## config.mk

```make
export PLATFORM = sky130hd
export DESIGN_NAME = apb_timer
export DESIGN_NICKNAME = d
export VERILOG_FILES = /design/src/rtl/apb_timer_pkg.sv /design/src/rtl/apb_timer_prescaler.sv /design/src/rtl/apb_timer.sv
export SDC_FILE = /design/constraint.sdc
export NUM_CORES = 1
export LEC_CHECK = 0
export CORE_MARGIN = 3
export CORE_UTILIZATION = 39
export DETAILED_ROUTE_END_ITERATION = 10
export GPL_TIMING_DRIVEN = 0
export RECOVER_POWER = 50
export SLEW_MARGIN = 20
export SYNTH_ARGS = -nofsm -noshare
export SYNTH_HDL_FRONTEND = slang
export SYNTH_SLANG_ARGS = --single-unit
```

## constraint.sdc

```tcl
create_clock -name HCLK -period 2.79 [get_ports HCLK]
set_input_delay 0.4185 -clock HCLK [delete_from_list [all_inputs] [get_ports HCLK]]
set_output_delay 0.4185 -clock HCLK [all_outputs]
set_load 0.01 [all_outputs]
```

## src/rtl/apb_timer_pkg.sv

```systemverilog
`default_nettype none
// ----------------------------------------------------------------------------
// apb_timer_pkg : register map, CTRL bit positions and byte-lane merge helper
// Rev 1.0
// ----------------------------------------------------------------------------
package apb_timer_pkg;

  localparam logic [11:0] TIMER_CTRL_OFS    = 12'h000;
  localparam logic [11:0] TIMER_LOAD_OFS    = 12'h004;
  localparam logic [11:0] TIMER_VALUE_OFS   = 12'h008;
  localparam logic [11:0] TIMER_INTSTAT_OFS = 12'h00C;

  localparam int EN           = 0;
  localparam int IE           = 1;
  localparam int ONESHOT      = 2;
  localparam int PRESCALE_LSB = 8;
  localparam int PRESCALE_MSB = 15;

  // Implemented CTRL bits; everything else reads back as zero.
  localparam logic [31:0] C_CTRL_MASK = 32'h0000_FF07;

  function automatic logic [31:0] strb_merge(input logic [31:0] old_val,
                                             input logic [31:0] new_val,
                                             input logic [3:0]  strb);
    logic [31:0] res;
    for (int i = 0; i < 4; i++) begin
      res[8*i +: 8] = strb[i] ? new_val[8*i +: 8] : old_val[8*i +: 8];
    end
    return res;
  endfunction

endpackage
`default_nettype wire

```

## src/rtl/apb_timer_prescaler.sv

```systemverilog
`default_nettype none
// ----------------------------------------------------------------------------
// apb_timer_prescaler : 8-bit prescale counter emitting one tick per period
// Rev 1.0
// ----------------------------------------------------------------------------
module apb_timer_prescaler
  import apb_timer_pkg::*;
(
  input  logic       clk,
  input  logic       rst_n,
  input  logic       en,
  input  logic [7:0] prescale,
  input  logic       clr,
  output logic       tick
);

  logic [7:0] ps_q;
  logic [7:0] ps_d;

  assign tick = en & (ps_q == prescale);

  // A clear coinciding with a tick still lets that tick through.
  always_comb begin
    ps_d = ps_q + 8'd1;
    if (!en || clr || tick) begin
      ps_d = '0;
    end
  end

  always_ff @(posedge clk) begin
    if (!rst_n) begin
      ps_q <= '0;
    end else begin
      ps_q <= ps_d;
    end
  end

endmodule
`default_nettype wire

```

## src/rtl/apb_timer.sv

```systemverilog
`default_nettype none
// ----------------------------------------------------------------------------
// apb_timer : APB slave 32-bit down-counter timer with prescaler and level IRQ
// Rev 1.0
// ----------------------------------------------------------------------------
module apb_timer
  import apb_timer_pkg::*;
#(
  parameter logic [31:0] RESET_LOAD = 32'h0000_0000
) (
  input  logic        HCLK,
  input  logic        HRESETn,
  input  logic        PSEL,
  input  logic [11:0] PADDR,
  input  logic        PENABLE,
  input  logic        PWRITE,
  input  logic [31:0] PWDATA,
  input  logic [3:0]  PSTRB,
  input  logic [2:0]  PPROT,
  output logic [31:0] PRDATA,
  output logic        PREADY,
  output logic        PSLVERR,
  output logic        timer_irq
);

  logic [31:0] ctrl_q, ctrl_d;
  logic [31:0] load_q, load_d;
  logic [31:0] value_q, value_d;
  logic        intstat_q, intstat_d;

  logic [11:0] w_ofs;
  logic        w_access;
  logic        w_mapped;
  logic        w_err;
  logic        w_wr;
  logic        w_wr_ctrl;
  logic        w_wr_load;
  logic        w_wr_int;
  logic        w_tick;
  logic        w_ps_clr;
  logic [31:0] w_rdata;
  logic        w_unused;

  assign w_unused = ^{PPROT, PADDR[1:0]};

  assign w_ofs    = {PADDR[11:2], 2'b00};
  assign w_access = PSEL & PENABLE;
  assign w_mapped = (w_ofs == TIMER_CTRL_OFS)  | (w_ofs == TIMER_LOAD_OFS) |
                    (w_ofs == TIMER_VALUE_OFS) | (w_ofs == TIMER_INTSTAT_OFS);
  assign w_err    = w_access & (~w_mapped | (PWRITE & (w_ofs == TIMER_VALUE_OFS)));
  assign w_wr     = w_access & PWRITE & ~w_err;

  assign w_wr_ctrl = w_wr & (w_ofs == TIMER_CTRL_OFS);
  assign w_wr_load = w_wr & (w_ofs == TIMER_LOAD_OFS);
  assign w_wr_int  = w_wr & (w_ofs == TIMER_INTSTAT_OFS);

  assign PREADY    = 1'b1;
  assign PSLVERR   = w_err;
  assign timer_irq = intstat_q & ctrl_q[IE];

  always_comb begin
    w_rdata = '0;
    if (PSEL && !w_err) begin
      case (w_ofs)
        TIMER_CTRL_OFS:    w_rdata = ctrl_q;
        TIMER_LOAD_OFS:    w_rdata = load_q;
        TIMER_VALUE_OFS:   w_rdata = value_q;
        TIMER_INTSTAT_OFS: w_rdata = {31'b0, intstat_q};
        default:           w_rdata = '0;
      endcase
    end
  end

  assign PRDATA = w_rdata;

  // Ordering encodes the collision rules: the tick's set beats a W1C clear,
  // while software CTRL/LOAD writes override what the tick did.
  always_comb begin
    ctrl_d    = ctrl_q;
    load_d    = load_q;
    value_d   = value_q;
    intstat_d = intstat_q;

    if (w_wr_int && PSTRB[0] && PWDATA[0]) begin
      intstat_d = 1'b0;
    end

    if (w_tick) begin
      if (value_q != '0) begin
        value_d = value_q - 32'd1;
      end else begin
        intstat_d = 1'b1;
        if (ctrl_q[ONESHOT]) begin
          ctrl_d[EN] = 1'b0;
        end else begin
          value_d = load_q;
        end
      end
    end

    if (w_wr_ctrl) begin
      ctrl_d = strb_merge(ctrl_d, PWDATA, PSTRB) & C_CTRL_MASK;
    end

    if (w_wr_load) begin
      load_d  = strb_merge(load_q, PWDATA, PSTRB);
      value_d = load_d;
    end
  end

  assign w_ps_clr = w_wr_load | (w_wr_ctrl & ~ctrl_q[EN] & ctrl_d[EN]);

  apb_timer_prescaler u_prescaler (
    .clk      (HCLK),
    .rst_n    (HRESETn),
    .en       (ctrl_q[EN]),
    .prescale (ctrl_q[PRESCALE_MSB:PRESCALE_LSB]),
    .clr      (w_ps_clr),
    .tick     (w_tick)
  );

  always_ff @(posedge HCLK) begin
    if (!HRESETn) begin
      ctrl_q    <= '0;
      load_q    <= RESET_LOAD;
      value_q   <= RESET_LOAD;
      intstat_q <= 1'b0;
    end else begin
      ctrl_q    <= ctrl_d;
      load_q    <= load_d;
      value_q   <= value_d;
      intstat_q <= intstat_d;
    end
  end

endmodule
`default_nettype wire
```

==> run summary <==
CTS Buf Count: 9
CP Capture Type: output port
Gate count of the mapped netlist: 732
Grt ovf: 0
Most common cell in the netlist: nand2_1
Post-route setup slack: 0.0701 ns
DP Wirelength: 15300 um
Root Buffer: clkbuf_16
Antenna diode count: 0
Synth warn: 0
Fin crit period: 2.72 ns
Drt wl/cell: 20.7 um
Headroom to the max-slew limit: 39.0%
Worst-margin pin slew: 0.903 ns
First-pass DRT Iterations: 5
Reg2reg setup slack: 0.16 ns
Status: finished clean
Top_reg_cell synth: dfxtp_1
Setup violators final: 0
Synth Area per Inst: 7.57 sq um
DRC: 0
Initial antenna violation count: 0
Synth Register Bits: 84
TritonCTS sink count: 84
Post-route ant nets: 0
WP data arrival: 2.30 ns
Mapped Nets: 791
Final slew viol count: 0
Max Fclk: 368 MHz
Synth top area share: 30.4%
GPL Wtd Cong: 0.929
Number of global-route vias before repair: 6005
Port-buffer cells: 82
CTS tree: built
Worst Setup SP: PADDR[10]
RSZ-0062 raised after global routing: true
Post-synthesis sequential area ratio: 30.4%
Ports: 91
DRT iter0 DRCs: 714
Starting density of the core: 40.8%
Area of the mapped netlist: 0.00554 sq mm
CTS Hold Bufs: 0
Share of layout cells above drive strength 1: 14.2%
Peak VDD IR: 0.000622 V
Kind of critical path: primary input to output port
Post-synth EDFFs: 0
Die Y-Extent: 125 um
Worst-path fanout max: 4
Filler cells: 1352
Synth top area cells: dfxtp_1 30%, a21oi_1 7.8%, nand2_1 6.2%
Clk pin slew, worst setup/hold paths: 0.07 ns
Worst hold path startpoint: load_q[6]
Worst r2r src: value_q[0]
Setup Skew: 0.00656 ns
CP required: 2.37 ns
Nets: 894
Synth-to-layout area growth: 25.9%
PwrDens: 1080 mW/mm^2
Via density: 6.10
Clock Tree Buf Depth: 2
Total Routing Usage GR: 25.9%
Setup WS pre-CTS: -0.874 ns
DIE WIDTH: 125 um
WL final: 21000 um
Row count: 42
Tcrit/Tclk final: 97.5%
First-pass GRT wire length: 32500 um
Final hold violations: 0
HP Class: flop to flop
Pleak: 0.00255 uW
Total number of H-tree levels: 3
Synth unique cells: 74
Max cap viols: 0
Setup TNS Final: 0 ns
Leading area contributor after synthesis: dfxtp_1
Die ar.: 0.0157 sq mm
Fraction of registers with async set or reset after synthesis: 0%
Most instantiated cells after synthesis: 91 x nand2_1, 90 x nor2_1, 86 x a21oi_1
Vias: 6193
Largest net degree at the start of global routing: 15
CP startpoint kind: primary input
Core area: 0.0136 sq mm
Worst-Skew Late Latency: 0.36 ns
-- per-layer routing --
metal / track usage, % / wire length (um)
met3: 6.48 / 1940
met2: 43.2 / 9900
met1: 32.5 / 8610
met5: 0 / 0
met4: 9.44 / 573
-- worst paths after layout --
| path | depth (start not counted) | endpoint |
|---|---|---|
| min reg2reg | 2 | load_q[6] |
| max | 9 | PRDATA[0] |
| max reg2reg | 9 | value_q[16] |
| min | 2 | load_q[6] |
-- per-stage QoR --
| stage | instances | utilization [%] | hold WS [ns] | cell area, sq um | total power (uW) |
|---|---|---|---|---|---|
| 6_report | 1015 | 51.4 | 0.481 | 6970 | 7500 |
| 4_1_cts | 1011 | 51.3 | 0.476 | 6960 | 7380 |
| 5_1_grt | 1015 | 51.4 | 0.498 | 6970 | 7920 |
| 3_3_place_gp | 990 | 48.5 | 0.458 | 6580 | 5980 |
| 2_1_floorplan | 732 | - | 0.442 | 5540 | 4890 |
| 3_5_place_dp | 990 | 48.5 | 0.467 | 6580 | 6030 |
-- cell type report --
class	count	area [sq um]	share of cell area, %
buffer	50	290	4.16
timing repair buffer	93	774	11.1
clock buffer	9	225	3.23
sequential	84	1680	24.1
clock inverter	6	90.1	1.29
inverter	8	30.0	0.431
tap	176	220	3.16
multi-input combinational	589	3660	52.5
-- cells by family (layout without fill, tap and decap cells) --
family / Yosys count / count (layout) / share of synthesized area [%]
DFF: 84 / 84 / 30.4
adders and majority gates: 3 / 3 / 0.678
and+or+nand+nor: 309 / 309 / 28.6
other: 1 / 1 / 0.0677
xor gates and xnor gates: 15 / 15 / 2.37
muxes: 28 / 28 / 5.54
AOI/OAI and AO/OA: 233 / 233 / 27.4
buffers and inverters: 59 / 166 / 4.95
-- registers in the layout, indices dropped and copies added (netlist names) --
register and cells:
ctrl_q 11, intstat_q 1, load_q 32, u_prescaler.ps_q 8, value_q 32
-- cells in the final DEF (no fill, tap or decap), types with 12 or more instances in the layout --
cell type and count:
nor2_1 84, a22oi_1 20, dfxtp_1 84, o21ai_0 33, dlygate4sd2_1 21, buf_4 12
nand3_1 34, buf_2 27, nand2_1 91, clkbuf_1 24, clkdlybuf4s50_1 39, mux2i_1 19
a21oi_1 86
-- worst max-delay path: stages --
cell and delay [ns]:
dlygate4sd2_1 0.27, or4_4 0.53, clkbuf_1 0.17, nor2_4 0.17, nand3_4 0.11, buf_6 0.15, buf_4 0.13, nor2b_2 0.12
clkdlybuf4s15_2 0.23
-- power breakdown --
| group | switching, uW | total (uW) | internal [uW] | leakage, uW |
|---|---|---|---|---|
| logic | 2870 | 4660 | 1800 | 0.00172 |
| registers | 202 | 1520 | 1320 | 0.000678 |
| clock network | 536 | 1320 | 781 | 0.000151 |
-- timing repair --
| item | in CTS | in global routing |
|---|---|---|
| pin swaps | 3 | 1 |
| setup endpoints to repair | 50 | 31 |
| gates resized for setup | 140 | 5 |
| setup buffers | 7 | 4 |
No activity file was read; power rests on OpenSTA's default activity.
==> variant 1 (config.mk and constraints unchanged) <==
Put a register stage on the outputs `PSLVERR` and `timer_irq`, with the module's reset. The values now appear one clock later. The other outputs are not delayed to match.
--- a/src/rtl/apb_timer.sv
+++ b/src/rtl/apb_timer.sv
@@ -57,4 +57,11 @@
   assign PREADY    = 1'b1;
-  assign PSLVERR   = w_err;
-  assign timer_irq = intstat_q & ctrl_q[IE];
+  always_ff @(posedge HCLK) begin
+    if (!HRESETn) begin
+      PSLVERR   <= '0;
+      timer_irq <= '0;
+    end else begin
+      PSLVERR   <= w_err;
+      timer_irq <= intstat_q & ctrl_q[IE];
+    end
+  end
 
Check against the original RTL: not equivalent (a bounded check fails within 4 cycles, from zero or initial values and one cycle with HRESETn low).
==> variant 1 against the original RTL <==
- worst hold slack improved by 0.0069 ns
- sequential share of layout area decreased by 0.14 points
- sequential cell count increased by 2
- power increased by 37%
- count of clock-buffer cells in the layout increased by 1
- critical path depth decreased by 1
- setup slack got worse by 0.066 ns
- combinational power increased by 56%
- synthesized area decreased by 0.90%
- design area increased by 3.3%
- non-clock buffer count increased by 8
- routed wire length increased by 7.2%
- largest power group unchanged
- highest routed layer unchanged
==> variant 1: results (changes against the original RTL) <==
| Metric | Value |
|---|---|
| Port Buffers | 81 (-1.2%) |
| Hold_ws | 0.488 ns (+0.00687 ns) |
| GR Util met1 | 37.5% (+5.0 points) |
| GRT Overall Usage | 28.1% (+2.2 points) |
| Clk network pwr share | 13.3% (-4.3 points) |
| Place WS | -1.11 ns (-0.237 ns) |
| Register area share after synthesis | 31.4% (+1.0 points) |
| Peak VDD IR | 0.000938 V (+51%) |
| Hpwl dp | 16100 um (+5.3%) |
| Hold_sp | ctrl_q[1]$_SDFFE_PN0P_ |
| Post-Route WL | 22500 um (+7.2%) |
| Clk_skew | 0.00871 ns (+0.00215 ns) |
| Register-to-register setup slack | 0.004 ns (-0.16 ns) |
| Via density | 6.15 (+0.77%) |
| Post-synthesis xor/xnor area fraction | 2.87% (+0.50 points) |
| Max incr delay on CP | 0.56 ns (+0.03 ns) |
| Cell variety after synth | 58 (-22%) |
| Vias in the first global route | 6178 (+2.9%) |
| Layout cells sized above 1 | 14.4% (+0.22 points) |
| Vias | 6376 (+3.0%) |
| P_comb | 7280 uW (+56%) |
| Placed cells | 1006 (+1.6%) |
| Static Leak | 0.00269 uW (+5.3%) |
| Crit path max-delay family | simple AND/OR/NAND/NOR gates |
| Run status | finished clean |
| Top cells by count, synth | nor2_1 (99), nand2_1 (90), dfxtp_1 (86), a21oi_1 (68), nand3_1 (55) |
| Met3 usage | 6.56% (+0.079 points) |
| Syn_nets | 808 (+2.1%) |
| Drt first-iter violations | 704 (-1.4%) |
| Total power divided by cell area | 1430 nW/um^2 (+33%) |
| Global-route wire length before repair | 34800 um (+6.9%) |
| Worst Setup SP | value_q[25]$_SDFFE_PN0P_ |
| Peak Freq | 359 MHz (-2.4%) |
| P_sw | 5200 uW (+44%) |
| Met2 WL | 9970 um (+0.76%) |
| Post-synthesis adder-cell area fraction | 0.684% (+0.0062 points) |
| Compound-Gate Fraction of Synth Area | 25.9% (-1.5 points) |
| Nets | 915 (+2.3%) |
-- variant 1: changes by cell type in the layout (fill, tap and decap cells not counted), sizes merged, moves of 10 or more --
cell    unedited run  this run
nand3             36        55
clkbuf            46        64
buf               44        27
a21oi             87        69
mux2               8        19
a21boi             1        35
nor2              90       100
-- variant 1: worst paths after layout --
kind	cells after the start	to
worst max-delay path	8	value_q[10]$_SDFFE_PN0P_
worst min-delay path	2	ctrl_q[1]$_SDFFE_PN0P_
worst max register to register	8	value_q[10]$_SDFFE_PN0P_
worst min register to register	2	ctrl_q[1]$_SDFFE_PN0P_
-- variant 1: what timing repair did --
item	4_1_cts	5_1_grt
buffers inserted	5	9
resized for setup	106	51
setup endpoints to repair	106	65
endpoints found under the hold margin	0	0
gates cloned	2	1
pin swaps	6	19
-- variant 1: final cells by class --
type	count	area (um^2)
inverters	9	33.8
flip-flops and latches	86	1730
fillers	1346	6300
multi-input cells	599	3660
repair buffers	96	877
clock buffers	10	239
plain buffers	55	354
clock inverters	6	93.8
well taps	176	220
==> variant 2 (same flow settings) <==
Made on the original files. Set the package constant `EN` to 1 (it was 0).
--- a/src/rtl/apb_timer_pkg.sv
+++ b/src/rtl/apb_timer_pkg.sv
@@ -12,3 +12,3 @@
 
-  localparam int EN           = 0;
+  localparam int EN           = 1;
   localparam int IE           = 1;
Behaviour: not the same (Yosys sat finds a counterexample within 4 cycles, from zero or initial values and one cycle with HRESETn low).
==> variant 2 against the original RTL <==
- non-clock buffer count is 2 higher
- routed wire length down 0.97%
- critical path depth fell by 2
- setup slack got worse by 0.053 ns
- sequential cell count unchanged
- synthesized area decreased by 1.1%
- register-to-register slack lost 0.13 ns
- design area grew 1.1%
- critical endpoint is now PRDATA[27]
Power is not compared: it rests on default switching activity, and its combinational part moved more than twofold at a synthesized area within 25%.
==> variant 2: results (changes against the original RTL) <==
| Metric | Value |
|---|---|
| Nets | 892 (-0.22%) |
| Layout cells sized above 1 | 15.8% (+1.6 points) |
| Drt first-iter violations | 548 (-23%) |
| H-tree levels | 3 (unchanged) |
| Slew headroom | 50.7% (+12 points) |
| Placed cell areas | 6520 um^2 (-0.95%) |
| Pin count of the biggest net entering global routing | 15 (unchanged) |
| Clock Pin Slew Worst Setup and Hold Paths | 0.06 ns |
| Top cells by area, synth | dfxtp_1 (31%), a21oi_1 (8.0%), nand2_1 (6.1%), nor2_1 (5.8%), mux2i_1 (4.2%) |
| Cell variety after synth | 66 (-11%) |
| Initial antenna violation count | 0 (unchanged) |
| Syn_nets | 791 (unchanged) |
| Vias in the first global route | 5820 (-3.1%) |
| Antenna cell count | 0 (unchanged) |
| Critical-path maximum fanout | 10 (+6) |
| Port Buffers | 82 (unchanged) |
| Hold path depth | 2 (unchanged) |
| Drt pass-1 iters | 5 (unchanged) |
| Clk_skew | 0.00869 ns (+0.00213 ns) |
| Max incr delay on CP | 0.60 ns (+0.07 ns) |
| Avg WL per Cell | 20.5 um (-0.87%) |
| Register-to-register setup slack | 0.03 ns (-0.13 ns) |
| Sw frac | 23.2% |
| Global-route wire length before repair | 32600 um (about the same) |
| GRT Overall Usage | 26.0% (+0.12 points) |
| Via density | 5.96 (-2.4%) |
| Register area share after synthesis | 30.7% (+0.35 points) |
| Largest registers | load_q (32), value_q (32), ctrl_q (11) |
| Peak VDD IR | 0.000227 V |
| WP data arrival | 2.35 ns (+0.05 ns) |
| # fillers | 1356 (+0.30%) |
| Die area | 15500 um^2 (-1.1%) |
| CP max-delay cell | or4_4 |
| Gpl congestion | 0.927 (-0.25%) |
| FF-to-FF path depth | 9 (unchanged) |
| Run status | finished clean |
| Clk buf depth | 2 (unchanged) |
| Top_reg_cell synth | dfxtp_1 |
| Num CTS Buffers | 9 (unchanged) |
| Top cells by count, synth | nand2_1 (89), a21oi_1 (88), nor2_1 (85), dfxtp_1 (84), clkbuf_1 (40) |
| Hold Crit Class | flop to flop |
| Hpwl dp | 15000 um (-1.9%) |
| Most frequent cell after synthesis | nand2_1 |
## variant 2: area by class of cell
| cell class | instances | area [um^2] | area share, % |
|---|---|---|---|
| buffer | 48 | 310 | 4.40 |
| clock buffer | 11 | 253 | 3.58 |
| clock inverter | 5 | 82.6 | 1.17 |
| inverter | 12 | 48.8 | 0.692 |
| multi-input combinational | 581 | 3650 | 51.7 |
| sequential | 84 | 1690 | 23.9 |
| tap | 176 | 220 | 3.12 |
| timing repair buffer | 97 | 803 | 11.4 |
## variant 2: path summary, 6_finish.rpt
check,start,end
max,PADDR[10],PRDATA[27]
min,load_q[9]$_SDFFE_PN0P_,load_q[9]$_SDFFE_PN0P_
max reg2reg,value_q[17]$_SDFFE_PN0P_,value_q[7]$_SDFFE_PN0P_
min reg2reg,load_q[9]$_SDFFE_PN0P_,load_q[9]$_SDFFE_PN0P_
## variant 2: repair_timing
item | in CTS | in global routing
cloned | 0 | 1
pin swaps | 4 | 8
buffers inserted | 6 | 9
setup endpoints to repair | 92 | 98
hold buffers | 0 | 0
endpoints found under the hold margin | 0 | 0
gates resized for setup | 77 | 87
## variant 2: cells by family after synthesis
| family | after synthesis | share of synthesized area [%] |
|---|---|---|
| and+or+nand+nor | 311 | 28.1 |
| adders and majority gates | 3 | 0.686 |
| muxes | 28 | 5.44 |
| xor gates and xnor gates | 37 | 5.92 |
| buffers and inverters | 68 | 6.10 |
| DFF | 84 | 30.7 |
| other | 1 | 0.0685 |
| AOI/OAI and AO/OA | 200 | 23.0 |
## variant 2: stage by stage
step / hold slack (ns) / std cells / util (%) / setup slack (ns)
floorplan: 0.442 / 732 / - / 0.279
global placement: 0.458 / 990 / 48.2 / -0.741
detailed placement: 0.460 / 990 / 48.2 / -0.821
CTS: 0.471 / 1010 / 51.9 / -0.232
global route: 0.493 / 1014 / 52.2 / -0.0476
finish: 0.470 / 1014 / 52.2 / 0.0173
## variant 2: power by group through the flow
stage	registers (uW)	logic, uW	clock network, uW
floorplan	1230	66.3	0
global placement	1230	181	0
detailed placement	1230	182	0
CTS	1200	188	1390
global route	1200	206	1440
finish	1200	194	1380
## variant 2: worst max-delay path, delay by kind of cell
kind | cells | cell delay, ns
buf+inv | 3 | 0.95
simple gates | 4 | 0.99
## variant 2: routing by layer
layer	track usage [%]	share of wire (%)	up-vias
li1	-	-	2841
met1	35.0	43	2864
met2	40.1	45	284
met3	5.57	8.4	49
met4	11.0	3.1	2
met5	2.29	0.20	-
